[config.mk]
export PLATFORM = sky130hd
export DESIGN_NAME = dmem_arbiter_flat
export DESIGN_NICKNAME = d
export VERILOG_FILES = /design/src/rtl/dmem_arbiter_if.sv /design/src/rtl/dmem_arbiter.sv /design/src/flat_wrapper.sv
export SDC_FILE = /design/constraint.sdc
export NUM_CORES = 1
export LEC_CHECK = 0
export CAP_MARGIN = 40
export CORE_AREA = 2 2 117 119
export CTS_CLUSTER_DIAMETER = 60
export DETAILED_ROUTE_END_ITERATION = 7
export DIE_AREA = 0 0 119 121
export PLACE_DENSITY = 0.64
export SYNTH_ARGS = -nofsm -noshare
export SYNTH_HDL_FRONTEND = slang
export SYNTH_SLANG_ARGS = --single-unit
[constraint.sdc]
create_clock -name clk -period 2.9 [get_ports clk]
set_input_delay 0.435 -clock clk [delete_from_list [all_inputs] [get_ports clk]]
set_output_delay 0.435 -clock clk [all_outputs]
set_load 0.02 [all_outputs]
[src/rtl/dmem_arbiter_if.sv]
// Data-memory arbitration bus: CPU port, debug port and memory port.
// The arbiter takes the slave side; the environment takes the master side.
interface dmem_arbiter_if;
    logic        cpu_req;
    logic        cpu_we;
    logic        cpu_lb;
    logic        cpu_lbu;
    logic        cpu_sb;
    logic [31:0] cpu_addr;
    logic [31:0] cpu_wdata;
    logic [31:0] cpu_rdata;
    logic        cpu_stall;

    logic        dbg_req;
    logic        dbg_we;
    logic [31:0] dbg_addr;
    logic [31:0] dbg_wdata;
    logic        dbg_ack;
    logic [31:0] dbg_rdata;

    logic        wren;
    logic        lb;
    logic        lbu;
    logic        sb;
    logic [31:0] address;
    logic [31:0] writeData;
    logic [31:0] readData;

    modport slave (
        input  cpu_req, cpu_we, cpu_lb, cpu_lbu, cpu_sb,
        input  cpu_addr, cpu_wdata,
        output cpu_rdata, cpu_stall,
        input  dbg_req, dbg_we, dbg_addr, dbg_wdata,
        output dbg_ack, dbg_rdata,
        output wren, lb, lbu, sb, address, writeData,
        input  readData
    );

    modport master (
        output cpu_req, cpu_we, cpu_lb, cpu_lbu, cpu_sb,
        output cpu_addr, cpu_wdata,
        input  cpu_rdata, cpu_stall,
        output dbg_req, dbg_we, dbg_addr, dbg_wdata,
        input  dbg_ack, dbg_rdata,
        input  wren, lb, lbu, sb, address, writeData,
        output readData
    );
endinterface

[src/rtl/dmem_arbiter.sv]
// Data-memory arbiter: CPU parks on the port, debug/loader gets word
// accesses when the CPU is idle or has been granted too long in a row.
module dmem_arbiter #(
    parameter int STARVE_LIMIT = 4
) (
    input logic          clk,
    input logic          rst,
    dmem_arbiter_if.slave mem_if
);
    typedef enum logic {
        CPU_OWN = 1'b0,
        DBG_OWN = 1'b1
    } own_e;

    localparam logic [2:0] LIMIT = 3'(STARVE_LIMIT);

    own_e        state_q, state_d;
    logic [2:0]  starve_q, starve_d;
    logic [31:0] dbg_rdata_q, dbg_rdata_d;
    logic        cpu_own;
    logic        cpu_ack;
    logic        dbg_ack;
    logic        dbg_elig;

    always_comb begin
        cpu_own     = (state_q == CPU_OWN);
        cpu_ack     = mem_if.cpu_req & cpu_own & ~rst;
        dbg_ack     = mem_if.dbg_req & ~cpu_own & ~rst;
        dbg_elig    = mem_if.dbg_req & ~dbg_ack;
        starve_d    = starve_q;
        state_d     = CPU_OWN;
        dbg_rdata_d = dbg_rdata_q;

        if (dbg_ack || !mem_if.dbg_req) begin
            starve_d = '0;
        end else if (cpu_ack && starve_q != LIMIT) begin
            starve_d = starve_q + 3'd1;
        end

        // Count includes this cycle's grant: DBG follows exactly LIMIT grants
        if (dbg_elig && (!mem_if.cpu_req || starve_d == LIMIT)) begin
            state_d = DBG_OWN;
        end

        if (dbg_ack && !mem_if.dbg_we) begin
            dbg_rdata_d = mem_if.readData;
        end
    end

    always_ff @(posedge clk) begin
        if (rst) begin
            state_q     <= CPU_OWN;
            starve_q    <= '0;
            dbg_rdata_q <= '0;
        end else begin
            state_q     <= state_d;
            starve_q    <= starve_d;
            dbg_rdata_q <= dbg_rdata_d;
        end
    end

    assign mem_if.address   = cpu_own ? mem_if.cpu_addr  : mem_if.dbg_addr;
    assign mem_if.writeData = cpu_own ? mem_if.cpu_wdata : mem_if.dbg_wdata;

    assign mem_if.wren = ~rst & (cpu_own ? (mem_if.cpu_we & mem_if.cpu_req)
                                         : (mem_if.dbg_we & mem_if.dbg_req));
    assign mem_if.lb   = ~rst & cpu_own & mem_if.cpu_lb  & mem_if.cpu_req;
    assign mem_if.lbu  = ~rst & cpu_own & mem_if.cpu_lbu & mem_if.cpu_req;
    assign mem_if.sb   = ~rst & cpu_own & mem_if.cpu_sb  & mem_if.cpu_req;

    assign mem_if.cpu_rdata = mem_if.readData;
    assign mem_if.cpu_stall = mem_if.cpu_req & ~cpu_own & ~rst;
    assign mem_if.dbg_ack   = dbg_ack;
    assign mem_if.dbg_rdata = dbg_rdata_q;
endmodule

[src/flat_wrapper.sv]
// flat-port wrapper written by rule: the top's interface ports become plain ports
module dmem_arbiter_flat 
#(
    parameter int STARVE_LIMIT = 4
)
  (clk, rst, mem_if_cpu_req, mem_if_cpu_we, mem_if_cpu_lb, mem_if_cpu_lbu, mem_if_cpu_sb, mem_if_cpu_addr, mem_if_cpu_wdata, mem_if_cpu_rdata, mem_if_cpu_stall, mem_if_dbg_req, mem_if_dbg_we, mem_if_dbg_addr, mem_if_dbg_wdata, mem_if_dbg_ack, mem_if_dbg_rdata, mem_if_wren, mem_if_lb, mem_if_lbu, mem_if_sb, mem_if_address, mem_if_writeData, mem_if_readData);
  dmem_arbiter_if mem_if_i ();
  input logic clk;
  input logic rst;
  input wire logic [$bits(mem_if_i.cpu_req)-1:0] mem_if_cpu_req;
  input wire logic [$bits(mem_if_i.cpu_we)-1:0] mem_if_cpu_we;
  input wire logic [$bits(mem_if_i.cpu_lb)-1:0] mem_if_cpu_lb;
  input wire logic [$bits(mem_if_i.cpu_lbu)-1:0] mem_if_cpu_lbu;
  input wire logic [$bits(mem_if_i.cpu_sb)-1:0] mem_if_cpu_sb;
  input wire logic [$bits(mem_if_i.cpu_addr)-1:0] mem_if_cpu_addr;
  input wire logic [$bits(mem_if_i.cpu_wdata)-1:0] mem_if_cpu_wdata;
  output wire logic [$bits(mem_if_i.cpu_rdata)-1:0] mem_if_cpu_rdata;
  output wire logic [$bits(mem_if_i.cpu_stall)-1:0] mem_if_cpu_stall;
  input wire logic [$bits(mem_if_i.dbg_req)-1:0] mem_if_dbg_req;
  input wire logic [$bits(mem_if_i.dbg_we)-1:0] mem_if_dbg_we;
  input wire logic [$bits(mem_if_i.dbg_addr)-1:0] mem_if_dbg_addr;
  input wire logic [$bits(mem_if_i.dbg_wdata)-1:0] mem_if_dbg_wdata;
  output wire logic [$bits(mem_if_i.dbg_ack)-1:0] mem_if_dbg_ack;
  output wire logic [$bits(mem_if_i.dbg_rdata)-1:0] mem_if_dbg_rdata;
  output wire logic [$bits(mem_if_i.wren)-1:0] mem_if_wren;
  output wire logic [$bits(mem_if_i.lb)-1:0] mem_if_lb;
  output wire logic [$bits(mem_if_i.lbu)-1:0] mem_if_lbu;
  output wire logic [$bits(mem_if_i.sb)-1:0] mem_if_sb;
  output wire logic [$bits(mem_if_i.address)-1:0] mem_if_address;
  output wire logic [$bits(mem_if_i.writeData)-1:0] mem_if_writeData;
  input wire logic [$bits(mem_if_i.readData)-1:0] mem_if_readData;
  assign mem_if_i.cpu_req = mem_if_cpu_req;
  assign mem_if_i.cpu_we = mem_if_cpu_we;
  assign mem_if_i.cpu_lb = mem_if_cpu_lb;
  assign mem_if_i.cpu_lbu = mem_if_cpu_lbu;
  assign mem_if_i.cpu_sb = mem_if_cpu_sb;
  assign mem_if_i.cpu_addr = mem_if_cpu_addr;
  assign mem_if_i.cpu_wdata = mem_if_cpu_wdata;
  assign mem_if_cpu_rdata = mem_if_i.cpu_rdata;
  assign mem_if_cpu_stall = mem_if_i.cpu_stall;
  assign mem_if_i.dbg_req = mem_if_dbg_req;
  assign mem_if_i.dbg_we = mem_if_dbg_we;
  assign mem_if_i.dbg_addr = mem_if_dbg_addr;
  assign mem_if_i.dbg_wdata = mem_if_dbg_wdata;
  assign mem_if_dbg_ack = mem_if_i.dbg_ack;
  assign mem_if_dbg_rdata = mem_if_i.dbg_rdata;
  assign mem_if_wren = mem_if_i.wren;
  assign mem_if_lb = mem_if_i.lb;
  assign mem_if_lbu = mem_if_i.lbu;
  assign mem_if_sb = mem_if_i.sb;
  assign mem_if_address = mem_if_i.address;
  assign mem_if_writeData = mem_if_i.writeData;
  assign mem_if_i.readData = mem_if_readData;
  dmem_arbiter #(.STARVE_LIMIT(STARVE_LIMIT)) u_core (.clk(clk), .rst(rst), .mem_if(mem_if_i));
endmodule
# ---- Word-level counts from Yosys, hierarchy flattened
# Cells that the tools add are included.
# Widths: inputs -> output; s select.
dict set report totals {
  output_inout_bits 134
  reg_bits 36
  inputBits 169
}
dict set report classes {
  reduce_logical 8
  eq_ne 2
  n_bitwise 20
  n_addsub 1
  n_mux 6
}
# operator n
set ops {}
lappend ops {{$mux 32} 2}
lappend ops {{$and 1x1->1} 17}
lappend ops {{$mux 3} 2}
lappend ops {{$add 3x1->3 const B} 1}
lappend ops {{$eq 3x3->1 const B} 1}
lappend ops {{$logic_and 1x1->1} 3}
lappend ops {{$logic_not 1->1} 3}
lappend ops {{$ne 3x3->1 const B} 1}
lappend ops {{$not 1->1} 3}
lappend ops {{$logic_or 1x1->1} 2}
lappend ops {{$mux 1} 2}

# ---- Longest topological paths before layout
dict set report logic_depth {
  word_depth 10
  depth_mapped 7
  mapped_depth_nobuf 6
}

# ---- Worst setup path before layout
# No wires, ideal clock.
dict set report synth_path {
  path_type {register to output}
  startpoint {register u_core.state_q}
  endpoint {output port mem_if_address[0]}
  arrival_time_ns 1.220
  stages_incl_launch_ff 4
  required_time_ns 2.465
  path_slack_ns 1.245
  path_buffers 2
  cell_sequence {dfxtp_1 -> buf_2 -> buf_2 -> mux2_2}
}
dict set report synth_between {
  elab_chain_len 1
}
# element line_no
set synth_rtl {}
lappend synth_rtl {{from (decl)} dmem_arbiter.sv:17} ;# own_e state_q, state_d;
lappend synth_rtl {{from (signal assigned)} dmem_arbiter.sv:56} ;# state_q <= state_d;
lappend synth_rtl {{$mux 32} dmem_arbiter.sv:62} ;# assign mem_if.address = cpu_own ? mem_if.cpu_addr : mem_if.dbg_addr;
lappend synth_rtl {{to (decl)} flat_wrapper.sv:29} ;# output wire logic [$bits(mem_if_i.address)-1:0] mem_if_address;
# No other way between the ends.

# ---- Final worst setup path
dict set report layout_path {
  startpoint {register u_core.state_q}
  endpoint {output port mem_if_address[8]}
}
# Same word-level chain as after synthesis.

==> Implementation_results.wiki <==
{| class="wikitable"
! Metric !! Value
|-
| Final slew viol count || 0
|-
| Count of final setup violators || 0
|-
| Actual transition at the worst max-transition pin || 0.656 ns
|-
| Main combinational cell family by area after synthesis || multiplexers
|-
| Syn Nets || 445
|-
| Number of ports placed on the die boundary || 303
|-
| Synth top area share || 0.307
|-
| Worst hold path stage count || 2
|-
| Count of placed standard cells including taps || 708
|-
| Die boundary width || 119 um
|-
| H-tree depth || 2
|-
| CTS clk-pin slew, worst paths || 0.06 ns
|-
| Slew Limit Headroom || 0.563
|-
| Worst setup SP type || flip-flop
|-
| Vias after detailed routing || 2,961
|-
| Post-route non-filler standard cell count || 717
|-
| Setup crit end kind || primary output
|-
| Mean instance size in the synthesized netlist || 8.69 sq um
|-
| Maximum root-to-sink buffer count || 2
|-
| Result of the run || completed
|-
| Final critical delay including setup and external delays || 2.65 ns
|-
| Met2 routed WL || 6.25 mm
|-
| Complex-gate fraction of the synthesized area || 0.0788
|-
| Final setup skew || 0.00435 ns
|-
| Multiplexer share of the synthesized area || 0.307
|-
| Post-route setup TNS || 0 ns
|-
| Initial core utilization || 0.182
|-
| DIE HEIGHT || 121 um
|-
| Worst path required time || 2.47 ns
|-
| Overall Power || 1.70 mW
|-
| Post-route cell area || 5520 sq um
|-
| Worst skew pair latency || 0.27 ns
|-
| Biggest area contributors in the synthesized netlist || sky130_fd_sc_hd__mux2_2 31%, sky130_fd_sc_hd__dfxtp_1 30%, sky130_fd_sc_hd__buf_4 11%
|-
| Final Cycle Share || 0.913
|-
| Top achievable clock speed || 378 MHz
|-
| Number of sinks handled by clock tree synthesis || 36
|-
| Routed Antenna Nets || 0
|-
| Gate count of the mapped netlist || 274
|-
| WL per Instance || 16.9 um
|-
| Via-per-instance ratio || 4.13
|-
| Post-synth top flop || sky130_fd_sc_hd__dfxtp_1
|-
| Cell taking the most area after synthesis || sky130_fd_sc_hd__mux2_2
|-
| Maximum number of pins on one net before global-route repair || 34
|-
| Delay contributed by the slowest stage of the critical path || 0.75 ns
|-
| HPWL Detailed || 10.7 mm
|-
| Global-route wire length before repair || 17.3 mm
|-
| Max VDD drop || 0.139 mV
|-
| Post-synth EDFFs || 0
|-
| Area of the die || 14,400 sq um
|-
| Top routing layer in use || met5
|-
| Most common cell after layout, fill and taps aside || sky130_fd_sc_hd__clkdlybuf4s50_1
|-
| Cell type of the slowest stage on the worst timing path || sky130_fd_sc_hd__dfxtp_2
|-
| Post-cts resize count || 0
|-
| Antenna violations before repair || 4
|-
| PortBufs || 302
|-
| Proportion of synthesized chip area in sequential cells || 0.303
|-
| Worst Setup Slack post-DPL || 0.353 ns
|-
| Power density over cell area || 307 nW/um^2
|-
| Total Wirelength || 12.1 mm
|-
| Number of warnings printed during yosys synthesis || 0
|-
| Drt pass-1 iters || 4
|-
| Postcts setup bufs || 0
|-
| TritonCTS clock tree || yes
|-
| DRC || 0
|-
| Total routing usage reported by global routing || 0.159
|-
| Highest-count cells in the layout ignoring fill and taps || 302 x sky130_fd_sc_hd__clkdlybuf4s50_1, 67 x sky130_fd_sc_hd__nand2_1, 65 x sky130_fd_sc_hd__mux2_2
|-
| Class of the most critical hold timing path || reg2reg
|-
| Crit path launch || u_core.state_q$_SDFF_PP0_
|-
| Share of synthesized cell area in full adder, half adder and majority cells || 0.0105
|-
| Worst min-delay path startpoint || u_core.mem_if.dbg_rdata[31]$_SDFFE_PP0P_
|-
| Post-Route Utilization || 0.422
|-
| Area of the placeable core || 13,100 sq um
|-
| Met3 routed wirelength || 1.38 mm
|-
| Max_cap viols || 0
|-
| Asr flop ratio synth || 0
|-
| Layout overhead on the synthesized area || 132%
|-
| Total CTS buffers || 5
|-
| Instance area at placement || 5380 sq um
|-
| Minimum hold slack || 0.453 ns
|-
| Worst Reg2Reg Path Length in Cells || 5
|-
| Post-synthesis simple-gate area fraction || 0.151
|-
| Sequence of cells on the critical path || buf_12 -> mux2_2 -> clkdlybuf4s50_1
|-
| Largest fanout on the critical path || 26
|-
| RD Place Congestion || 0.832
|-
| Post-synthesis xor/xnor area fraction || 0.00368
|-
| Kind of critical path || reg2out
|-
| Number of storage elements in the synthesis netlist || 36
|-
| Via count of the first global-routing pass || 3,114
|-
| Final hold violation count || 0
|-
| Endpoint with the worst hold slack || u_core.mem_if.dbg_rdata[31]$_SDFFE_PP0P_
|-
| RSZ-0062 raised after global routing || false
|-
| Total congestion overflow || 0
|-
| Detailed router's first-iteration violation count || 120
|-
| Hold-fix buffers at CTS || 0
|-
| Clock root buffer master || sky130_fd_sc_hd__clkbuf_16
|-
| Nets@finish || 710
|-
| Cell variety after synth || 23
|-
| Site row count || 42
|-
| Setup slack of the critical path after layout || 0.253 ns
|-
| Reg2reg start || u_core.state_q$_SDFF_PP0_
|-
| Leak Pwr || 1.95 nW
|-
| Data arrival, critical path || 2.21 ns
|-
| Flop2flop setup slack || 0.97 ns
|-
| Layout cells sized above 1 || 0.150
|-
| Capture instance of the worst register-to-register path || u_core.mem_if.dbg_rdata[29]$_SDFFE_PP0P_
|-
| Routed met1 length || 4.29 mm
|-
| Mapped cell area || 2380 sq um
|}
==> routing by layer <==
| layer | global-route usage | vias up |
|---|---|---|
| li1 | - | 1429 |
| met1 | 0.157 | 1319 |
| met5 | 0 | - |
| met4 | 0.0379 | 6 |
| met3 | 0.0681 | 15 |
| met2 | 0.306 | 192 |
==> logic make-up after synthesis <==
kind of cell	Yosys count
buffers and inverters	52
muxes	65
AOI/OAI and AO/OA	36
adders and majority gates	2
DFF	36
and+or+nand+nor	82
xor gates and xnor gates	1
==> worst max path at each step <==
stage | end | slack (ns)
2_1_floorplan | mem_if_address[0] | 1.25
3_3_place_gp | mem_if_wren | 0.36
3_5_place_dp | mem_if_wren | 0.35
4_1_cts | mem_if_address[7] | 0.19
5_1_grt | mem_if_address[7] | 0.16
6_report | mem_if_address[8] | 0.25
==> cell usage after synthesis, types with 2 or more instances <==
cell and count:
sky130_fd_sc_hd__nand2_1 67, sky130_fd_sc_hd__mux2_2 65, sky130_fd_sc_hd__dfxtp_1 36, sky130_fd_sc_hd__buf_4 35, sky130_fd_sc_hd__a21oi_1 34, sky130_fd_sc_hd__buf_2 11
sky130_fd_sc_hd__and2_1 3, sky130_fd_sc_hd__clkbuf_1 3, sky130_fd_sc_hd__nor2_1 3, sky130_fd_sc_hd__and3b_1 2, sky130_fd_sc_hd__ha_1 2, sky130_fd_sc_hd__inv_1 2
==> layout make-up <==
| class | instances | area [sq um] |
|---|---|---|
| Fill cell | 1286 | 7560 |
| Timing Repair Buffer | 308 | 3110 |
| Multi-Input combinational cell | 186 | 1310 |
| Sequential cell | 36 | 722 |
| Tap cell | 176 | 220 |
| Clock buffer | 5 | 125 |
| Clock inverter | 3 | 18.8 |
| Inverter | 2 | 7.51 |
| Antenna cell | 1 | 2.50 |
==> registers in the layout, indices dropped and copies added, names as in the netlist <==
register	count
u_core.state_q	1
u_core.starve_q	3
u_core.mem_if.dbg_rdata	32
==> critical path: cells and delay by family (launching register included) <==
kind     cells  cell delay (ns)
buf+inv      2             0.81
mux          1             0.36
flops        1             0.75
==> report_power, final <==
group | leakage [nW] | internal, mW | switching, mW
combinational | 1.59 | 0.419 | 0.253
sequential | 0.291 | 0.499 | 0.00753
clock | 0.0736 | 0.316 | 0.201
Note: power is estimated with default switching activity, not from simulation.
